[src/rtl/hci_tcdm_prio_ctrl_pkg.sv]
// rtl/hci_tcdm_prio_ctrl_pkg.sv - shared types and default widths for the TCDM priority controller
package hci_tcdm_prio_ctrl_pkg;

  typedef enum logic [1:0] {
    IDLE      = 2'd0,
    HWPE_PRIO = 2'd1,
    CORE_PRIO = 2'd2
  } prio_state_e;

  localparam int unsigned DEF_NB_CORES = 8;
  localparam int unsigned DEF_STALL_W  = 8;
  localparam int unsigned DEF_WIN_W    = 8;
  localparam int unsigned DEF_STAT_W   = 16;

endpackage

[src/rtl/hci_stall_counter.sv]
// rtl/hci_stall_counter.sv - saturating consecutive-stall counter with threshold hit detect
module hci_stall_counter
  import hci_tcdm_prio_ctrl_pkg::*;
#(
  parameter int unsigned STALL_W = DEF_STALL_W
) (
  input  logic               clk_i,
  input  logic               rst_ni,
  input  logic               stall,
  input  logic               clr,
  input  logic [STALL_W-1:0] thr,
  output logic               hit,
  output logic [STALL_W-1:0] cnt
);

  always_ff @(posedge clk_i or negedge rst_ni) begin
    if (!rst_ni) begin
      cnt <= '0;
    end else if (clr || !stall) begin
      cnt <= '0;
    end else if (cnt != '1) begin
      cnt <= cnt + STALL_W'(1);
    end
  end

  // Equality compare: a threshold lowered below cnt waits for the run to restart.
  assign hit = (thr != '0) && stall && (cnt == thr - STALL_W'(1));

endmodule

[src/rtl/hci_tcdm_prio_ctrl.sv]
// rtl/hci_tcdm_prio_ctrl.sv - hands TCDM priority to starving cores for a bounded window
module hci_tcdm_prio_ctrl
  import hci_tcdm_prio_ctrl_pkg::*;
#(
  parameter int unsigned NB_CORES = DEF_NB_CORES,
  parameter int unsigned STALL_W  = DEF_STALL_W,
  parameter int unsigned WIN_W    = DEF_WIN_W,
  parameter int unsigned STAT_W   = DEF_STAT_W
) (
  input  logic                clk_i,
  input  logic                rst_ni,
  input  logic                clear_i,
  input  logic                enable_i,
  input  logic [STALL_W-1:0]  cfg_max_stall_i,
  input  logic [WIN_W-1:0]    cfg_core_win_i,
  input  logic [NB_CORES-1:0] core_req_i,
  input  logic [NB_CORES-1:0] core_gnt_i,
  input  logic                hwpe_req_i,
  input  logic                hwpe_gnt_i,
  output logic                invert_prio_o,
  output logic [STALL_W-1:0]  low_prio_max_stall_o,
  output logic                starve_evt_o,
  output logic [STAT_W-1:0]   stat_switch_cnt_o,
  output logic [1:0]          state_o
);

  prio_state_e        state_q, state_d;
  logic [WIN_W-1:0]   win_q, win_d;
  logic               invert_q, evt_q;
  logic [STALL_W-1:0] max_stall_q;
  logic [STAT_W-1:0]  stat_q;

  logic               core_stall, core_pend, hwpe_stall, active;
  logic               cstall_clr, hstall_clr, cstall_hit, hstall_hit, go_core;
  logic [STALL_W-1:0] cstall_cnt, hstall_cnt;
  logic               unused_cnt;

  assign core_stall = |(core_req_i & ~core_gnt_i);
  assign core_pend  = |core_req_i;
  assign hwpe_stall = hwpe_req_i & ~hwpe_gnt_i;
  assign active     = enable_i & ~clear_i;
  assign unused_cnt = ^{cstall_cnt, hstall_cnt};

  hci_stall_counter #(.STALL_W(STALL_W)) i_core_stall (
    .clk_i  (clk_i),
    .rst_ni (rst_ni),
    .stall  (core_stall),
    .clr    (cstall_clr),
    .thr    (cfg_max_stall_i),
    .hit    (cstall_hit),
    .cnt    (cstall_cnt)
  );

  hci_stall_counter #(.STALL_W(STALL_W)) i_hwpe_stall (
    .clk_i  (clk_i),
    .rst_ni (rst_ni),
    .stall  (hwpe_stall),
    .clr    (hstall_clr),
    .thr    (cfg_max_stall_i),
    .hit    (hstall_hit),
    .cnt    (hstall_cnt)
  );

  always_ff @(posedge clk_i or negedge rst_ni) begin
    if (!rst_ni) begin
      state_q <= IDLE;
    end else begin
      state_q <= state_d;
    end
  end

  // Each stall counter only runs in the state that watches it; otherwise held at 0.
  always_comb begin
    state_d    = state_q;
    win_d      = win_q;
    go_core    = 1'b0;
    cstall_clr = 1'b1;
    hstall_clr = 1'b1;
    if (!active) begin
      state_d = IDLE;
      win_d   = '0;
    end else begin
      case (state_q)
        HWPE_PRIO: begin
          cstall_clr = 1'b0;
          if (cstall_hit) begin
            state_d    = CORE_PRIO;
            win_d      = (cfg_core_win_i == '0) ? '0 : cfg_core_win_i - WIN_W'(1);
            go_core    = 1'b1;
            cstall_clr = 1'b1;
          end
        end
        CORE_PRIO: begin
          hstall_clr = 1'b0;
          win_d      = win_q - WIN_W'(1);
          if ((win_q == '0) || !core_pend || hstall_hit) begin
            state_d    = HWPE_PRIO;
            win_d      = '0;
            hstall_clr = 1'b1;
          end
        end
        default: state_d = HWPE_PRIO;
      endcase
    end
  end

  always_ff @(posedge clk_i or negedge rst_ni) begin
    if (!rst_ni) begin
      win_q       <= '0;
      invert_q    <= 1'b0;
      evt_q       <= 1'b0;
      max_stall_q <= '0;
      stat_q      <= '0;
    end else begin
      win_q       <= win_d;
      invert_q    <= (state_d == CORE_PRIO);
      evt_q       <= go_core;
      max_stall_q <= active ? cfg_max_stall_i : '0;
      if (go_core && (stat_q != '1)) begin
        stat_q <= stat_q + STAT_W'(1);
      end
    end
  end

  assign invert_prio_o        = invert_q;
  assign low_prio_max_stall_o = max_stall_q;
  assign starve_evt_o         = evt_q;
  assign stat_switch_cnt_o    = stat_q;
  assign state_o              = state_q;

endmodule

[config.mk]
export PLATFORM = sky130hd
export DESIGN_NAME = hci_tcdm_prio_ctrl
export DESIGN_NICKNAME = d
export VERILOG_FILES = /design/src/rtl/hci_tcdm_prio_ctrl_pkg.sv /design/src/rtl/hci_stall_counter.sv /design/src/rtl/hci_tcdm_prio_ctrl.sv
export SDC_FILE = /design/constraint.sdc
export NUM_CORES = 1
export LEC_CHECK = 0
export ABC_AREA = 1
export BUFFER_PORTS_ARGS = -buffer_cell sky130_fd_sc_hd__buf_2
export CAP_MARGIN = 40
export CORE_MARGIN = 2
export CORE_UTILIZATION = 45
export CTS_BUF_LIST = sky130_fd_sc_hd__clkbuf_2 sky130_fd_sc_hd__clkbuf_4 sky130_fd_sc_hd__clkbuf_8
export CTS_CLUSTER_DIAMETER = 40
export DETAILED_ROUTE_END_ITERATION = 7
export GPL_ROUTABILITY_DRIVEN = 0
export PLACE_DENSITY = 0.69
export SKIP_CTS_REPAIR_TIMING = 1
export SLEW_MARGIN = 5
export SYNTH_ARGS = -nofsm -noshare
export SYNTH_HDL_FRONTEND = slang
export SYNTH_SLANG_ARGS = --single-unit
[constraint.sdc]
create_clock -name clk_i -period 2 [get_ports clk_i]
set_clock_uncertainty 0.15 [all_clocks]
set_input_delay 0.4 -clock clk_i [delete_from_list [all_inputs] [get_ports clk_i]]
set_output_delay 0.4 -clock clk_i [all_outputs]
set_load 0.005 [all_outputs]
After elaboration in Yosys (flattened, before gate mapping)
Cells that the tools add are included.
- reductions and logical operators: 20
- eq/ne operators: 10
- bitwise logic cells: 6
- add/subtract/negate cells: 6
- muxes and demuxes: 22
- operators with widths (cell ; number):
    $mux 8 ; 9
    $sub 8x1->8 const B ; 3
    $add 16x1->16 const B ; 1
    $add 8x1->8 const B ; 2
    $eq 8x8->1 ; 2
    $logic_not 8->1 ; 2
    $ne 16x16->1 const B ; 1
    $ne 8x8->1 const B ; 2
    $pmux 8 s2 ; 1
    $reduce_or 8->1 ; 2
    $and 8x8->8 ; 1
    $mux 1 ; 8
    $not 8->8 ; 1
    $reduce_bool 8->1 ; 1
    $mux 2 ; 3
    $logic_and 1x1->1 ; 5
    $eq 2x2->1 const B ; 2
    $logic_or 1x1->1 ; 4
    $pmux 2 s2 ; 1
    $reduce_bool 2->1 ; 2
    $logic_not 1->1 ; 3
    $ne 3x1->1 const B ; 1
    $ne 3x3->1 const B ; 1
    $and 1x1->1 ; 2
    3 further kinds ; 4
- input bits: 38
- bits in registers: 52
- output and inout port bits: 28
- word-level logic and storage cells: 72

Logic depth before layout (Yosys ltp)
Gate-level depths: netlist of the first run.
- depth in word-level cells: 10
- depth in mapped cells: 17
- depth with buffers taken out: 16

Hierarchy
From an unflattened synthesis of the first run, not the netlist that was laid out.
- cell total of the unflattened synthesis: 595
- area, all modules: 3893.7 µm²
- modules (own cells, without submodules) (module ; times used ; cells each ; area each (µm²) ; sequential area each (µm²)):
    hci_tcdm_prio_ctrl ; 1 ; 349 ; 2384.8 ; 900.9
    hci_stall_counter ; 2 ; 123 ; 754.5 ; 200.2

Worst setup path after synthesis of the first run
Ideal clock, no wire load.
- path kind: input-to-reg
- from: in cfg_max_stall_i[0]
- to: reg stat_q[7] (netlist: stat_switch_cnt_o[7])
- arrival time: 1.858 ns
- cell stages on the path: 16
- slack: -0.131 ns
- data required time: 1.727 ns
- path buffers: 1
- setup time: 0.123 ns
- path through: inv_2 ha_1 inv_1 nand2_1 nand2_1 nand2_1 nand2_1 clkinv_1 nand3_1 nor2_4 nand4_2 nor2_4 nand2_4 inv_4 buf_6 o21ai_1
- cells in the longest elaborated chain, start to end: 7
- elaborated cells between the ends (all ways): 9
- RTL lines (what ; line ; text):
    from (decl) ; hci_tcdm_prio_ctrl.sv:14 ; input logic [STALL_W-1:0] cfg_max_stall_i,
    $sub 8x1->8 / $reduce_bool 8->1 (equally long branches) ; hci_stall_counter.sv:27 ; assign hit = (thr != '0) && stall && (cnt == thr - STALL_W'(1));
    $eq 8x8->1 / $logic_and 1x1->1 (equally long branches) ; hci_stall_counter.sv:27 ;
    $logic_and 1x1->1 * ; hci_stall_counter.sv:27 ;
    $mux 1 * ; hci_tcdm_prio_ctrl.sv:86 ; if (cstall_hit) begin
    $mux 1 * ; hci_tcdm_prio_ctrl.sv:83 ; case (state_q)
    $mux 1 * ; hci_tcdm_prio_ctrl.sv:79 ; if (!active) begin
    net go_core ; hci_tcdm_prio_ctrl.sv:34 ; logic cstall_clr, hstall_clr, cstall_hit, hstall_hit, go_core;
    $logic_and 1x1->1 * ; hci_tcdm_prio_ctrl.sv:119 ; if (go_core && (stat_q != '1)) begin
    to (signal assigned) ; hci_tcdm_prio_ctrl.sv:120 ; stat_q <= stat_q + STAT_W'(1);
    to (decl) ; hci_tcdm_prio_ctrl.sv:31 ; logic [STAT_W-1:0] stat_q;
Mark *: on every way through the listed nets, which the timed path passes. The rest lies on a longest branch.
A chain may end at the register's enable or synchronous reset.

Worst setup path in the final report of the first run
- from: in cfg_max_stall_i[3]
- to: reg win_q[2]
- cells in the longest elaborated chain, start to end: 7
- elaborated cells between the ends (all ways): 14
- RTL lines (what ; line ; text):
    $sub 8x1->8 / $reduce_bool 8->1 (equally long branches) ; hci_stall_counter.sv:27 ;
    $eq 8x8->1 / $logic_and 1x1->1 (equally long branches) ; hci_stall_counter.sv:27 ;
    $logic_and 1x1->1 ; hci_stall_counter.sv:27 ;
    $logic_or 1x1->1 ; hci_tcdm_prio_ctrl.sv:96 ; if ((win_q == '0) || !core_pend || hstall_hit) begin
    $mux 8 ; hci_tcdm_prio_ctrl.sv:96 ;
    $pmux 8 s2 ; hci_tcdm_prio_ctrl.sv:83 ;
    $mux 8 ; hci_tcdm_prio_ctrl.sv:79 ;
    to (signal assigned) ; hci_tcdm_prio_ctrl.sv:115 ; win_q <= win_d;
    to (decl) ; hci_tcdm_prio_ctrl.sv:28 ; logic [WIN_W-1:0] win_q, win_d;
Several ways; a longest one is shown, not always the timed one.

==> impl_metrics.env, run 1 <==
export IMPL_status="completed"
export IMPL_yosysSeqAreaShare_pct=37.05
export IMPL_ys_top_cells_by_count="nand2_1, inv_1, nor2_1"
export IMPL_drt_iter0_markers=101
export IMPL_synth_cell_types=33
export IMPL_drive_above_1_share_pct=31.90
export IMPL_path_clk_slew_ns=0.10
export IMPL_fin_ws_ns=0.03135
export IMPL_drv_slew=0
export IMPL_pwr_density_cell_mw_per_mm2=437.7
export IMPL_synthesis_instances=499
export IMPL_endpoint="win_q[2]"
export IMPL_vias=3586
export IMPL_pwr_share_seq_pct=51.8
export IMPL_synth_area_leaders="dfrtp_1, nand2_1, nand3_1"
export IMPL_post_drt_via_cell_ratio=4.919
export IMPL_grtUsageTotal_pct=20.40
export IMPL_cp_end_kind="register"
export IMPL_firstDrtPassIters=4
export IMPL_cts_sinks=52
export IMPL_yosys_warnings=0
export IMPL_ir_worst_vdd_v=0.0002526
export IMPL_worst_path_buf_inv=2
export IMPL_crit_fanout=8
export IMPL_pre_cts_slack_ns=-0.4425
export IMPL_synth_edf_count=0
export IMPL_cts_buffers=5
export IMPL_synth_top_area_cell="dfrtp_1"
export IMPL_multi_input_area_sq_mm=0.002143
export IMPL_die_height_um=92.35
export IMPL_antenna_found_initial=0
export IMPL_areaGrowthSynthToFinish_pct=36.41
export IMPL_grt_pass1_vias=3277
export IMPL_grt_max_degree=33
export IMPL_crit_arrival_ns=2.08
export IMPL_timing_fmax_ghz=0.5080
export IMPL_portBuffers=65
export IMPL_finalSetupViolations=0
export IMPL_max_slew_worst_pin_slew_ns=0.5287
export IMPL_drcViolationCount=0
export IMPL_switching_power_mw=0.6093
export IMPL_p_int_mw=1.487
export IMPL_worstPathCellList="buf_2, nor2_4, nand2_1, nor2_2, nand2_1, nand3_1, nand2_2, nor2_4, nand4_4, buf_8, a21oi_4, nand2_1, nand2_1"
export IMPL_place_hpwl_um=6877
export IMPL_wl_per_cell_um=12.51
export IMPL_start_util_pct=45.93
export IMPL_dieArea_sq_mm=0.008528
export IMPL_cts_tree="built"
export IMPL_ios=66
export IMPL_fin_crit_sh_pct=98.43
export IMPL_synth_top_cell_area_share_pct=37.05
export IMPL_synth_ff_type="dfrtp_1"
export IMPL_avgSynthCellArea_sq_um=7.038
export IMPL_htreeDepth=2
export IMPL_r2r_cells=12
export IMPL_clock_latency_ns=0.31
export IMPL_synth_seq_cells=52
export IMPL_critPathMostFrequentCell="nand2_1"
export IMPL_setup_tns_ns=0
export IMPL_fillers=698
export IMPL_register_area_sq_mm=0.001301
export IMPL_synth_most_common_cell="nand2_1"
export IMPL_hp_class="primary input to register"
export IMPL_antenna_cells=0
export IMPL_worst_path_stages=13
export IMPL_crit_type="primary input to register"
export IMPL_period_minus_slack_ns=1.969
export IMPL_power_share_switching_pct=29.06
export IMPL_critPathLaunchType="primary input"
export IMPL_maxCapViolCount=0
export IMPL_worst_ep_required_time_ns=2.11
export IMPL_grt_pass1_wl_um=14210
export IMPL_critical_path_max_stage_delay_ns=0.25
export IMPL_ant_nets=0
export IMPL_totalWireLength_um=9123
export IMPL_r2r_start="i_hwpe_stall.cnt[0]"
export IMPL_leakage_nw=2.417
export IMPL_grt_overflow=0
export IMPL_grt_setup_unrepaired="true"
export IMPL_cts_root_buf="clkbuf_8"
export IMPL_synth_area_sq_mm=0.003512
export IMPL_reg2reg_slack_ns=0.09
export IMPL_die_w_um=92.35
export IMPL_finalHoldViolCount=0
export IMPL_post_dp_cell_area_sq_mm=0.004320
export IMPL_cp_slowest_cell="a21oi_4"
export IMPL_combPwrFrac_pct=18.2
export IMPL_maxSlewHeadroom_pct=64.43
export IMPL_fin_area_sq_mm=0.004791
export IMPL_crit_family="simple AND/OR/NAND/NOR gates"
export IMPL_clock_power_share_pct=30.0
export IMPL_timing_rr_end="i_hwpe_stall.cnt[5]"
export IMPL_synth_net_count=548
export IMPL_clock_path_buffers=2
export IMPL_holdWs_ns=0.2940
export IMPL_final_nets=675
export IMPL_async_flop_share_pct=100.0
export IMPL_fp_coreArea_sq_mm=0.007647
export IMPL_rows=32
export IMPL_crit_start="cfg_max_stall_i[3]"
layout make-up:
| cell class | count | share of cell area, % |
|---|---|---|
| clock inverters | 3 | 0.5223 |
| repair buffers | 121 | 16.95 |
| multi-input cells | 372 | 44.74 |
| inverters | 73 | 6.346 |
| well taps | 102 | 2.664 |
| clock buffers | 5 | 1.436 |
| repair inverters | 1 | 0.1828 |
| flip-flops and latches | 52 | 27.16 |
routing by layer:
layer / vias up / GRT usage (%) / wire, um
met1: 1686 / 27.08 / 4179
met5: - / 0 / 0
met4: 0 / 6.095 / 108
met2: 48 / 34.18 / 4625
met3: 10 / 3.499 / 210
li1: 1842 / - / -
layout by cell type, fill, tap and decap left out, drive strengths merged:
cell / count
nor4: 8
inv: 74
dfrtp: 52
clkbuf: 5
ha: 11
nand2: 142
a21o: 1
a32oi: 1
nand3: 53
or2: 1
nand3b: 2
buf: 120
nand4: 5
dlygate4sd3: 1
nor2: 62
clkinvlp: 1
xnor2: 8
o21ai: 29
clkinv: 2
nor3: 13
a21oi: 14
xor2: 21
a31oi: 1
worst min path at each step:
stage                  startpoint                      end  slack (ns)  depth (start not counted)
5_1_grt        cfg_max_stall_i[1]  low_prio_max_stall_o[1]        0.28                          4
2_1_floorplan              rst_ni      i_core_stall.cnt[0]       -0.05                          0
4_1_cts                    rst_ni    stat_switch_cnt_o[12]       -0.10                          1
6_report       cfg_max_stall_i[1]  low_prio_max_stall_o[1]        0.29                          4
3_3_place_gp               rst_ni    stat_switch_cnt_o[12]        0.24                          1
3_5_place_dp               rst_ni    stat_switch_cnt_o[12]        0.25                          1
power groups by stage:
stage / logic [mW] / clock network, mW / registers (mW)
2_1_floorplan: 0.183 / 0 / 1.10
3_3_place_gp: 0.336 / 0 / 1.11
3_5_place_dp: 0.346 / 0 / 1.11
4_1_cts: 0.347 / 0.646 / 1.09
5_1_grt: 0.425 / 0.699 / 1.09
6_report: 0.382 / 0.629 / 1.09
worst min-delay path: cells and delay by family:
family,cells,cell delay (ns)
buffers and inverters,3,0.27
and+or+nand+nor,1,0.05
state kept, by name (all words and copies together) (netlist names):
name and count:
i_hwpe_stall.cnt 8, low_prio_max_stall_o 8, starve_evt_o 1, stat_switch_cnt_o 16, state_o 2, win_q 8, invert_prio_o 1, i_core_stall.cnt 8
stage by stage:
stage,total power [mW],std cells,utilization (%)
6_report,2.097,729,62.65
3_3_place_gp,1.441,707,56.50
2_1_floorplan,1.287,499,-
5_1_grt,2.213,729,62.65
3_5_place_dp,1.452,707,56.50
4_1_cts,2.078,715,57.72
cell families (layout without fill, tap and decap cells):
logic type	count (synthesis)	after routing	share of synthesized area, %
and+or+nand+nor	284	286	35.95
buffers and inverters	77	203	8.764
DFF	52	52	37.05
AOI/OAI and AO/OA	46	46	7.090
xor gates and xnor gates	29	29	7.232
adders and majority gates	11	11	3.919
Power figures use the tool's default switching activity.
==> run 2: changes to the inputs <==
- ABC_AREA: 1 -> 0
- PLACE_DENSITY: 0.69 -> 0.7
==> impl_metrics.env, run 2 <==
export IMPL_die_height_um=90.71
export IMPL_fp_coreArea_sq_mm=0.007253
export IMPL_wl_met1_um=4205
export IMPL_rows=31
export IMPL_synth_cell_types=63
export IMPL_antenna_cells=0
export IMPL_die_w_um=90.71
export IMPL_dieArea_sq_mm=0.008228
export IMPL_antenna_found_initial=0
export IMPL_drcViolationCount=0
export IMPL_ir_worst_vdd_v=0.0002506
export IMPL_synth_ff_type="dfrtp_1"
export IMPL_totalWireLength_um=10120
export IMPL_stdcell_count=630
export IMPL_crit_type="register to register"
export IMPL_maxCapViolCount=0
export IMPL_async_flop_share_pct=100.0
export IMPL_cts_root_buf="clkbuf_8"
export IMPL_grt_pass1_wl_um=15020
export IMPL_drv_slew=0
export IMPL_violations="negative setup slack"
export IMPL_period_minus_slack_ns=2.368
export IMPL_place_hpwl_um=6904
export IMPL_hp_class="primary input to register"
export IMPL_grt_max_degree=53
export IMPL_ant_nets=0
export IMPL_post_dp_cell_area_sq_mm=0.004652
export IMPL_synth_edf_count=0
export IMPL_worst_ep_required_time_ns=2.06
export IMPL_status="complete, but fails checks"
export IMPL_synth_most_common_cell="dfrtp_1"
export IMPL_largest_register_ff_count=16
export IMPL_ys_top_cells_by_count="dfrtp_1, nor2_1, xor2_1"
export IMPL_final_common_cell="buf_4"
export IMPL_fin_crit_sh_pct=118.4
export IMPL_pwr_density_cell_mw_per_mm2=448.8
export IMPL_cp_end_kind="register"
export IMPL_finalHoldViolCount=0
export IMPL_drive_above_1_share_pct=46.70
export IMPL_max_slew_worst_pin_slew_ns=0.5062
export IMPL_grt_pass1_vias=3222
export IMPL_synth_top_cell_area_share_pct=38.46
export IMPL_routed_wl_met3_um=693
export IMPL_fin_ws_ns=-0.3683
export IMPL_path_clk_slew_ns=0.11
export IMPL_grt_setup_unrepaired="true"
export IMPL_yosysSeqAreaShare_pct=38.46
export IMPL_areaGrowthSynthToFinish_pct=53.03
export IMPL_grt_overflow=0
export IMPL_grtUsageTotal_pct=22.25
export IMPL_maxSlewHeadroom_pct=66.22
export IMPL_crit_arrival_ns=2.43
export IMPL_wl_met2_um=5025
export IMPL_cts_tree="built"
export IMPL_finalSetupViolations=44
export IMPL_critPathLaunchType="register"
export IMPL_ios=66
export IMPL_synthesis_instances=358
export IMPL_leakage_nw=2.594
export IMPL_fillers=524
export IMPL_holdWs_ns=0.3037
export IMPL_htreeDepth=2
export IMPL_synth_top_area_cell="dfrtp_1"
export IMPL_post_drt_via_cell_ratio=5.630
export IMPL_top_layer="met4"
export IMPL_yosys_warnings=0
export IMPL_avgSynthCellArea_sq_um=9.450
export IMPL_cts_buffers=5
export IMPL_synth_seq_cells=52
export IMPL_clock_latency_ns=0.31
export IMPL_crit_fanout=6
export IMPL_place_inst=609
export IMPL_clock_path_buffers=2
export IMPL_final_nets=579
export IMPL_vias=3547
export IMPL_firstDrtPassIters=5
export IMPL_synth_area_leaders="dfrtp_1, xor2_1, xnor2_1"
export IMPL_start_util_pct=46.64
export IMPL_final_cell_mix="buf_4, buf_2, dfrtp_1, nor2_1, xor2_1"
export IMPL_drt_iter0_markers=204
export IMPL_wl_per_cell_um=16.07
export IMPL_portBuffers=65
export IMPL_cts_sinks=52
export IMPL_synth_area_sq_mm=0.003383
export IMPL_timing_fmax_ghz=0.4222
export IMPL_fin_area_sq_mm=0.005177
export IMPL_synth_net_count=407
-- run 2: cell types whose count changed in the layout (fill, tap and decap cells not counted), moves of 7 or more --
| cell | change |
|---|---|
| nand2_1 | -105 |
| buf_4 | +57 |
| inv_1 | -40 |
| nand3_1 | -38 |
| nor2_1 | -15 |
| o21ai_1 | -14 |
| xnor2_1 | +14 |
| nand2_2 | -10 |
| and3_1 | +8 |
| inv_2 | -8 |
| nor3_4 | +8 |
| and2_1 | +7 |
| nor2_2 | -7 |
| nor3_2 | +7 |
-- run 2: worst max-delay path, cell delays in order (launching register included) --
cell and delay, ns:
dfrtp_2 0.47, o21ai_2 0.08, xor2_1 0.21, o21ai_2 0.10, a2111oi_4 0.41, buf_4 0.21, nand4_4 0.14, nand2b_4 0.20
mux2_4 0.30
-- run 2: stage by stage --
stage               setup TNS [ns]  setup slack [ns]  total power [mW]  util (%)
floorplan                   -13.38           -0.4574             1.281         -
global placement            -24.92           -0.7237             1.480     64.14
detailed placement          -26.48           -0.7847             1.490     64.14
CTS                         -13.72           -0.4888             2.244     65.72
global route                -15.24           -0.4975             2.410     71.38
finish                      -10.34           -0.3683             2.324     71.38
-- run 2: worst paths after layout --
check	start	endpoint	slack [ns]	cells past startpoint
max	i_core_stall.cnt[3]	stat_switch_cnt_o[1]	-0.37	8
min	cfg_max_stall_i[5]	low_prio_max_stall_o[5]	0.30	3
max reg2reg	i_core_stall.cnt[3]	stat_switch_cnt_o[1]	-0.37	8
min reg2reg	stat_switch_cnt_o[14]	stat_switch_cnt_o[14]	0.33	1
max in group asynchronous	rst_ni	i_core_stall.cnt[3]	0.99	3
min in group asynchronous	rst_ni	i_hwpe_stall.cnt[0]	0.46	3
-- run 2: metal layers --
layer | vias up | GRT usage, %
met5 | - | 0
met4 | 0 | 6.667
met1 | 1708 | 30.17
met3 | 24 | 3.422
met2 | 179 | 36.75
li1 | 1636 | -
-- run 2: cell families after synthesis --
group | Yosys count | synth area share [%]
flops | 52 | 38.46
simple gates | 147 | 24.85
mux | 6 | 1.849
xor+xnor | 50 | 12.94
buf+inv | 34 | 4.475
fa+ha+maj | 11 | 4.068
compound gates | 58 | 13.35
-- run 2: cell type report --
cell class,instances,area (sq um),area share [%]
well taps,99,123.9,2.392
inverters,21,86.33,1.667
flip-flops and latches,52,1303,25.16
repair buffers,176,1241,23.97
clock buffers,5,68.82,1.329
multi-input cells,274,2308,44.59
clock inverters,3,46.29,0.8942
-- run 2: power breakdown --
group          switching [mW]  total, mW  leakage [nW]  internal (mW)
Clock                   0.392      0.770        0.0548          0.378
Combinational           0.245      0.478          1.83          0.232
Sequential            0.00997       1.08         0.712           1.07
Total                   0.647       2.32          2.59           1.68
==> run 3: changes to the inputs <==
- CORE_MARGIN: 2 -> 3
- PLACE_DENSITY: 0.7 -> 0.67
- clock period: 2 -> 3 ns (I/O delays scaled with it)
==> impl_metrics.env, run 3 (same netlist as run 2, synthesis figures left out) <==
export IMPL_die_height_um=92.71
export IMPL_timing_fmax_ghz=0.3590
export IMPL_setup_tns_ns=0
export IMPL_drt_iter0_markers=115
export IMPL_finalHoldViolCount=0
export IMPL_grt_max_degree=36
export IMPL_firstDrtPassIters=4
export IMPL_hp_class="primary input to asynchronous set/reset pin"
export IMPL_maxCapViolCount=0
export IMPL_portBuffers=65
export IMPL_pwr_density_cell_mw_per_mm2=347.9
export IMPL_fin_ws_ns=0.2148
export IMPL_pre_cts_slack_ns=-0.1123
export IMPL_period_minus_slack_ns=2.785
export IMPL_crit_type="primary input to register"
export IMPL_totalWireLength_um=7765
export IMPL_vias=2963
export IMPL_clock_path_buffers=2
export IMPL_ios=66
export IMPL_max_slew_worst_pin_slew_ns=0.5081
export IMPL_rows=30
export IMPL_crit_arrival_ns=2.83
export IMPL_grt_pass1_wl_um=13530
export IMPL_cp_slowest_cell="mux2_2"
export IMPL_fp_coreArea_sq_mm=0.007057
export IMPL_cts_sinks=52
export IMPL_largest_register_ff_count=16
export IMPL_drive_above_1_share_pct=25.17
export IMPL_wl_per_cell_um=14.57
export IMPL_wl_met2_um=3435
export IMPL_wl_met1_um=3745
export IMPL_final_cell_mix="buf_2, dfrtp_1, nor2_1, xor2_1, xnor2_1"
export IMPL_r2r_cells=7
export IMPL_fin_crit_sh_pct=92.84
export IMPL_leakage_nw=1.930
export IMPL_top_layer="met4"
export IMPL_cts_buffers=5
export IMPL_final_common_cell="buf_2"
export IMPL_areaGrowthSynthToFinish_pct=18.82
export IMPL_ir_worst_vdd_v=0.0001642
export IMPL_antenna_found_initial=0
export IMPL_ant_nets=0
export IMPL_post_drt_via_cell_ratio=5.559
export IMPL_timing_rr_end="stat_switch_cnt_o[1]"
export IMPL_cp_end_kind="register"
export IMPL_finalSetupViolations=0
export IMPL_worst_path_buf_inv=2
export IMPL_post_dp_cell_area_sq_mm=0.003909
export IMPL_worst_ep_required_time_ns=3.05
export IMPL_crit_family="compound AO/OA/AOI/OAI gates"
export IMPL_grt_overflow=0
export IMPL_critical_path_max_stage_delay_ns=0.35
export IMPL_status="completed"
export IMPL_drv_slew=0
export IMPL_start_util_pct=47.94
export IMPL_dieArea_sq_mm=0.008595
export IMPL_final_nets=485
export IMPL_antenna_cells=0
export IMPL_grt_setup_unrepaired="false"
export IMPL_path_clk_slew_ns=0.09
export IMPL_maxSlewHeadroom_pct=65.65
export IMPL_reg2reg_slack_ns=0.48
export IMPL_cts_root_buf="clkbuf_8"
export IMPL_worstPathCellList="buf_2, inv_1, ha_1, xnor2_1, a211oi_1, o31ai_1, a2111oi_4, nand4_2, nand2_1, mux2_2"
export IMPL_grtUsageTotal_pct=19.14
export IMPL_routed_wl_met3_um=474
export IMPL_stdcell_count=533
export IMPL_clock_latency_ns=0.30
export IMPL_drcViolationCount=0
export IMPL_r2r_start="stat_switch_cnt_o[3]"
export IMPL_crit_fanout=9
export IMPL_place_inst=525
export IMPL_htreeDepth=2
export IMPL_fin_util_pct=56.97
export IMPL_grt_pass1_vias=2855
export IMPL_critPathLaunchType="primary input"
export IMPL_die_w_um=92.71
export IMPL_place_hpwl_um=6151
export IMPL_cts_tree="built"
export IMPL_fin_area_sq_mm=0.004020
-- run 3: cell count changes in the layout (fill, tap and decap cells not counted), sizes merged --
cell         before  now
inv              22   21
nand4            13   11
dlygate4sd3       1    0
buf             175   84
clkinv            0    1
-- run 3: per-layer routing --
metal  track usage [%]  up-vias
li1                  -     1441
met1             27.46     1413
met2             29.97      100
met3             3.006        9
met4             5.250        0
met5                 0        -
-- run 3: how the worst max path moves through the flow --
stage                            start  cells after the start       end
floorplan           cfg_max_stall_i[0]                     10  win_q[1]
global placement    cfg_max_stall_i[0]                     10  win_q[0]
detailed placement  cfg_max_stall_i[0]                     10  win_q[1]
CTS                 cfg_max_stall_i[0]                     10  win_q[0]
global route        cfg_max_stall_i[0]                     10  win_q[1]
finish              cfg_max_stall_i[0]                     10  win_q[1]
-- run 3: area by class of cell --
| cell class | instances | area (sq um) |
|---|---|---|
| clock buffers | 5 | 68.82 |
| clock inverters | 3 | 42.54 |
| fillers | 642 | 3037 |
| inverters | 21 | 78.83 |
| multi-input cells | 272 | 1931 |
| flip-flops and latches | 52 | 1301 |
| well taps | 96 | 120.1 |
| repair buffers | 84 | 478.0 |
-- run 3: report_power, final --
part	internal (mW)	switching, mW	total, mW	leakage [nW]
Sequential	0.711	0.00849	0.719	0.713
Clock	0.247	0.232	0.479	0.0541
Combinational	0.0865	0.114	0.201	1.16
-- run 3: worst reg2reg max path, stage by stage, from the launching register on --
cell and delay (ns):
dfrtp_1 0.42, and3_1 0.24, nand4_1 0.21, nor3_1 0.35
and3_1 0.25, nand3_1 0.25, nand2b_1 0.21, mux2_1 0.32
-- run 3: per-stage QoR --
step	total power, mW	hold WS, ns
floorplan	0.8442	0.1544
global placement	0.9303	0.3178
detailed placement	0.9340	0.3335
CTS	1.418	0.05783
global route	1.478	0.07849
finish	1.398	0.05700
